### src/rtl/nibble_pkg.sv
// Package: nibble_pkg
// Shared word type and counter-width helper for the nibble deserializer
// and its output FIFO.
//   WORD_W     default word width (matches the downstream 4-bit reduction gate)
//   nibble_t   one word of WORD_W bits
//   cnt_width  counter/pointer width for a modulus, never less than 1 bit
package nibble_pkg;

  localparam int WORD_W = 4;

  typedef logic [WORD_W-1:0] nibble_t;

  function automatic int cnt_width(input int modulus);
    return (modulus > 1) ? $clog2(modulus) : 1;
  endfunction

endpackage

### src/rtl/nibble_fifo.sv
// Module: nibble_fifo
// DEPTH-entry synchronous FIFO holding completed words.
// Ports:
//   clk, rst       clock, asynchronous active-high reset
//   push_i         write push_data_i at the tail (ignored when full)
//   push_data_i    word to enqueue
//   pop_i          advance the head (ignored when empty)
//   head_o         head entry, all-zero when empty
//   full_o         DEPTH entries held
//   empty_o        no entries held
module nibble_fifo
  import nibble_pkg::*;
#(
  parameter int DEPTH = 2,
  parameter int W     = WORD_W
) (
  input  logic         clk,
  input  logic         rst,
  input  logic         push_i,
  input  logic [W-1:0] push_data_i,
  input  logic         pop_i,
  output logic [W-1:0] head_o,
  output logic         full_o,
  output logic         empty_o
);

  localparam int PTR_W = cnt_width(DEPTH);
  localparam int OCC_W = $clog2(DEPTH + 1);
  localparam logic [PTR_W-1:0] PTR_LAST = PTR_W'(DEPTH - 1);
  localparam logic [OCC_W-1:0] OCC_FULL = OCC_W'(DEPTH);

  logic [W-1:0]     mem_q [DEPTH];
  logic [PTR_W-1:0] wr_ptr_q, wr_ptr_d;
  logic [PTR_W-1:0] rd_ptr_q, rd_ptr_d;
  logic [OCC_W-1:0] occ_q, occ_d;
  logic             do_push, do_pop;

  assign full_o  = (occ_q == OCC_FULL);
  assign empty_o = (occ_q == '0);
  assign do_push = push_i && !full_o;
  assign do_pop  = pop_i && !empty_o;

  // Storage is only exposed when an entry is valid so stale data never leaks.
  assign head_o = empty_o ? '0 : mem_q[rd_ptr_q];

  always_comb begin
    wr_ptr_d = wr_ptr_q;
    rd_ptr_d = rd_ptr_q;
    occ_d    = occ_q;
    // Explicit wrap keeps pointers modulo DEPTH for non-power-of-two depths.
    if (do_push) wr_ptr_d = (wr_ptr_q == PTR_LAST) ? '0 : wr_ptr_q + 1'b1;
    if (do_pop)  rd_ptr_d = (rd_ptr_q == PTR_LAST) ? '0 : rd_ptr_q + 1'b1;
    unique case ({do_push, do_pop})
      2'b10:   occ_d = occ_q + 1'b1;
      2'b01:   occ_d = occ_q - 1'b1;
      default: occ_d = occ_q;
    endcase
  end

  always_ff @(posedge clk or posedge rst) begin
    if (rst) begin
      wr_ptr_q <= '0;
      rd_ptr_q <= '0;
      occ_q    <= '0;
      for (int i = 0; i < DEPTH; i++) mem_q[i] <= '0;
    end else begin
      wr_ptr_q <= wr_ptr_d;
      rd_ptr_q <= rd_ptr_d;
      occ_q    <= occ_d;
      if (do_push) mem_q[wr_ptr_q] <= push_data_i;
    end
  end

endmodule

### src/rtl/nibble_deserializer.sv
// Module: nibble_deserializer
// Assembles a serial bit stream into WIDTH-bit words and queues them for the
// downstream reduction gate. The bit counter is the only control state.
// Ports:
//   clk, rst     clock, asynchronous active-high reset
//   bit_in       serial data bit
//   bit_valid    bit_in valid this cycle
//   bit_ready    a bit can be accepted this cycle
//   sync         drop partial word, realign at bit 0
//   word_out     head-of-FIFO word, zero when nothing queued
//   word_valid   word_out holds a queued word
//   word_ready   consumer takes word_out this cycle
//   bit_cnt      bits of the current partial word already accepted
module nibble_deserializer
  import nibble_pkg::*;
#(
  parameter int WIDTH     = WORD_W,
  parameter bit MSB_FIRST = 1'b1,
  parameter int DEPTH     = 2
) (
  input  logic                          clk,
  input  logic                          rst,
  input  logic                          bit_in,
  input  logic                          bit_valid,
  output logic                          bit_ready,
  input  logic                          sync,
  output logic [WIDTH-1:0]              word_out,
  output logic                          word_valid,
  input  logic                          word_ready,
  output logic [cnt_width(WIDTH)-1:0]   bit_cnt
);

  localparam int CNT_W = cnt_width(WIDTH);
  localparam logic [CNT_W-1:0] LAST_CNT = CNT_W'(WIDTH - 1);

  logic [WIDTH-1:0] shift_q, shift_d;
  logic [WIDTH-1:0] shift_base, shift_next;
  logic [CNT_W-1:0] cnt_q, cnt_d;
  logic             last_bit, accept, push, pop;
  logic             fifo_full, fifo_empty;

  assign last_bit = (cnt_q == LAST_CNT);
  // Stall only the word-completing bit when there is no room; word_ready is
  // deliberately not consulted so bit_ready stays a pure function of state.
  assign bit_ready = !(last_bit && fifo_full);
  assign accept    = bit_valid && bit_ready;
  assign push      = accept && last_bit && !sync;
  assign pop       = word_valid && word_ready;

  // sync restarts from an empty register, so an accepted bit becomes bit 0.
  assign shift_base = sync ? '0 : shift_q;

  generate
    if (WIDTH == 1) begin : g_w1
      assign shift_next = bit_in;
    end else if (MSB_FIRST) begin : g_msb
      assign shift_next = {shift_base[WIDTH-2:0], bit_in};
    end else begin : g_lsb
      assign shift_next = {bit_in, shift_base[WIDTH-1:1]};
    end
  endgenerate

  always_comb begin
    shift_d = shift_q;
    cnt_d   = cnt_q;
    if (sync) begin
      shift_d = '0;
      cnt_d   = '0;
      if (accept) begin
        shift_d = shift_next;
        cnt_d   = (LAST_CNT == '0) ? '0 : CNT_W'(1);
      end
    end else if (accept) begin
      if (last_bit) begin
        shift_d = '0;
        cnt_d   = '0;
      end else begin
        shift_d = shift_next;
        cnt_d   = cnt_q + 1'b1;
      end
    end
  end

  always_ff @(posedge clk or posedge rst) begin
    if (rst) begin
      shift_q <= '0;
      cnt_q   <= '0;
    end else begin
      shift_q <= shift_d;
      cnt_q   <= cnt_d;
    end
  end

  nibble_fifo #(
    .DEPTH (DEPTH),
    .W     (WIDTH)
  ) u_fifo (
    .clk         (clk),
    .rst         (rst),
    .push_i      (push),
    .push_data_i (shift_next),
    .pop_i       (pop),
    .head_o      (word_out),
    .full_o      (fifo_full),
    .empty_o     (fifo_empty)
  );

  assign word_valid = !fifo_empty;
  assign bit_cnt    = cnt_q;

endmodule

### config.mk
export PLATFORM = sky130hd
export DESIGN_NAME = nibble_deserializer
export DESIGN_NICKNAME = d
export VERILOG_FILES = /design/src/rtl/nibble_pkg.sv /design/src/rtl/nibble_fifo.sv /design/src/rtl/nibble_deserializer.sv
export SDC_FILE = /design/constraint.sdc
export NUM_CORES = 1
export LEC_CHECK = 0
export CORE_ASPECT_RATIO = 1.1
export CORE_UTILIZATION = 25
export DETAILED_ROUTE_END_ITERATION = 7
export PLACE_DENSITY = 0.49
export SLEW_MARGIN = 20
export SYNTH_ARGS = -nofsm -noshare
export SYNTH_HDL_FRONTEND = slang
export SYNTH_SLANG_ARGS = --single-unit
### constraint.sdc
create_clock -name clk -period 2.45 [get_ports clk]
set_clock_uncertainty 0.1 [all_clocks]
set_input_delay 0.735 -clock clk [delete_from_list [all_inputs] [get_ports clk]]
set_output_delay 0.735 -clock clk [all_outputs]
set_load 0.03 [all_outputs]
==> flow_metrics.env <==
export IMPL_synth_area_per_cell_um2=12.6
export IMPL_die_area_um2=3810
export IMPL_route_detailed_drc=0
export IMPL_synthMuxAreaShare=0.191
export IMPL_fmax_mhz=427
export IMPL_cts_sinks=17
export IMPL_synth_xor_area_frac=0.0491
export IMPL_worst_slew_pin_slew_ns=0.367
export IMPL_htreeDepth=1
export IMPL_yosys_area_top_type_share=0.477
export IMPL_setup_tns_ns=0
export IMPL_max_vdd_ir_drop_mv=0.334
export IMPL_fp_dieW_um=59.0
export IMPL_postPlaceCellArea_um2=1120
export IMPL_fin_ws_ns=0.109
export IMPL_hpwl_mm=1.36
export IMPL_yosysMostFrequentCell="dfrtp_1"
export IMPL_synthArstFlopShare=1.00
export IMPL_diodes=0
export IMPL_leakagePower_nw=0.558
export IMPL_gp_congestion=0.721
export IMPL_maxCapViolCount=0
export IMPL_routedWlPerCell_um=12.7
export IMPL_r2r_slack_ns=0.70
export IMPL_synth_compound_area_frac=0.0393
export IMPL_arrival_ns=1.51
export IMPL_netlist_area_um2=892
export IMPL_critical_path_class="reg2out"
export IMPL_clock_path_buffers=2
export IMPL_synth_warnings=0
export IMPL_synthSimpleGateAreaFrac=0.195
export IMPL_min_period_ns=2.34
export IMPL_core_um2=3360
export IMPL_drtAntennaViolNets=0
export IMPL_pin_count=14
export IMPL_p_per_area_nw_per_um2=795
export IMPL_yosys_top_cells_count="dfrtp_1, nor2_1, mux2_4, mux2i_1"
export IMPL_power_w=0.000911
export IMPL_die_h_um=64.7
export IMPL_hold_viol=0
export IMPL_fin_area_um2=1150
export IMPL_synth_flop_cell="dfrtp_1"
export IMPL_drv_slew=0
export IMPL_ys_types=26
export IMPL_yosysSeqAreaShare=0.477
export IMPL_cts_tree="built"
export IMPL_cts_made_buffers=3
export IMPL_end_kind="output pin"
export IMPL_slew_headroom=0.755
export IMPL_synth_top_family_by_area="simple AND/OR/NAND/NOR gates"
export IMPL_cts_setup_buffers=0
export IMPL_synth_adder_area_share=0.0281
export IMPL_grt_pass1_wl_mm=3.21
export IMPL_setup_violations_final=0
export IMPL_synth_area_leaders="dfrtp_1, mux2_4, mux2i_1"
export IMPL_whs_path_depth=1
export IMPL_synth_edf_count=0
export IMPL_syn_inst=71
export IMPL_ctsHoldBuffers=0
export IMPL_via_per_inst=4.28
export IMPL_start_kind="register"
export IMPL_overflow=0
export IMPL_status="completed"
export IMPL_num_nets_final=102
export IMPL_rsz0062_at_grt="false"
export IMPL_drive_gt1_frac=0.269
export IMPL_drt_iter0_drc=4
export IMPL_row_count=22
export IMPL_clkTransAtPathRegs_ns=0.10
export IMPL_grt_usage=0.119
export IMPL_initial_core_util=0.266
export IMPL_routed_via_count=603
export IMPL_cts_root_buf="clkbuf_4"
export IMPL_cp_max_fo=5
export IMPL_place_ws_ns=0.0150
export IMPL_antenna_found_initial=0
export IMPL_worstPathRequired_ns=1.62
export IMPL_dr_pass1_iters=2
export IMPL_hold_class="reg2reg"
export IMPL_io_buffers=13
export IMPL_ys_seq_elements=17
export IMPL_synth_top_area_cell="dfrtp_1"
export IMPL_routed_wl_mm=1.79
export IMPL_syn2layout_area_growth_pct=28.5
export IMPL_syn_num_nets=79
export IMPL_reg2reg_depth=6
export IMPL_grt_max_degree=18
export IMPL_clk_latency_ns=0.29
export IMPL_cts_resized=7
export IMPL_fin_crit_sh=0.955
export IMPL_grt_pass1_vias=632
[routing by layer]
metal / GRT usage / vias up / wire length (um)
met5: 0 / - / 0
met4: 0.0804 / 0 / 44
met3: 0.00599 / 4 / 27
met2: 0.196 / 10 / 910
met1: 0.148 / 302 / 810
li1: - / 287 / -
[layout by cell type (no fill, tap or decap), types with 3 or more instances in the layout]
cell type,netlist,layout
dfrtp_1,17,17
nor2_1,8,7
clkdlybuf4s50_1,0,7
dlygate4sd2_1,0,6
buf_4,0,6
mux2_4,5,5
mux2i_1,5,5
nor2b_1,4,4
inv_1,4,4
xnor2_1,3,3
clkbuf_4,0,3
[critical path, cell delays in order, from the launching register on]
cell	delay (ns)
dfrtp_1	0.43
ha_1	0.26
nand3b_4	0.12
dlygate4sd2_1	0.41
[metrics by stage]
stage / hold WS (ns) / instances / util
after floorplan: 0.364 / 71 / -
after global placement: 0.379 / 137 / 0.335
after detailed placement: 0.382 / 137 / 0.335
after CTS: 0.407 / 141 / 0.341
after global routing: 0.417 / 141 / 0.341
final: 0.400 / 141 / 0.341
[path summary, 6_finish.rpt]
| kind | start | to |
|---|---|---|
| worst max-delay path | bit_cnt[0]$_DFFE_PP0P_ | bit_ready |
| worst min-delay path | u_fifo.wr_ptr_q$_DFFE_PP0N_ | u_fifo.wr_ptr_q$_DFFE_PP0N_ |
| worst max register to register | bit_cnt[0]$_DFFE_PP0P_ | u_fifo.occ_q[1]$_DFFE_PP0P_ |
| worst min register to register | u_fifo.wr_ptr_q$_DFFE_PP0N_ | u_fifo.wr_ptr_q$_DFFE_PP0N_ |
| max in group asynchronous | rst | u_fifo.mem_q[2]$_DFFE_PP0P_ |
| min in group asynchronous | rst | u_fifo.mem_q[1]$_DFFE_PP0P_ |
[kinds of logic (layout without fill, tap and decap cells)]
kind of cell / Yosys count / after routing
compound gates: 5 / 5
xor+xnor: 5 / 5
fa+ha+maj: 2 / 2
buf+inv: 5 / 27
flops: 17 / 17
mux: 14 / 14
simple gates: 23 / 23
[power by group]
part | leakage (nW) | switching [W] | internal (W)
sequential | 0.223 | 0.0000517 | 0.000341
combinational | 0.317 | 0.000187 | 0.000179
clock | 0.0177 | 0.0000915 | 0.0000608
[sequential cells by signal, indices dropped and copies added (netlist names)]
register and count:
u_fifo.mem_q 8, u_fifo.wr_ptr_q 1, shift_q 3, u_fifo.occ_q 2, bit_cnt 2, u_fifo.rd_ptr_q 1
[cell type report]
cell class / instances / area (um2)
Fill cell: 369 / 2210
Clock inverter: 1 / 5.00
Tap cell: 48 / 60.1
Clock buffer: 3 / 22.5
Multi-Input combinational cell: 49 / 450
Sequential cell: 17 / 425
Inverter: 4 / 15.0
Timing Repair Buffer: 19 / 168
Power figures use the tool's default switching activity.
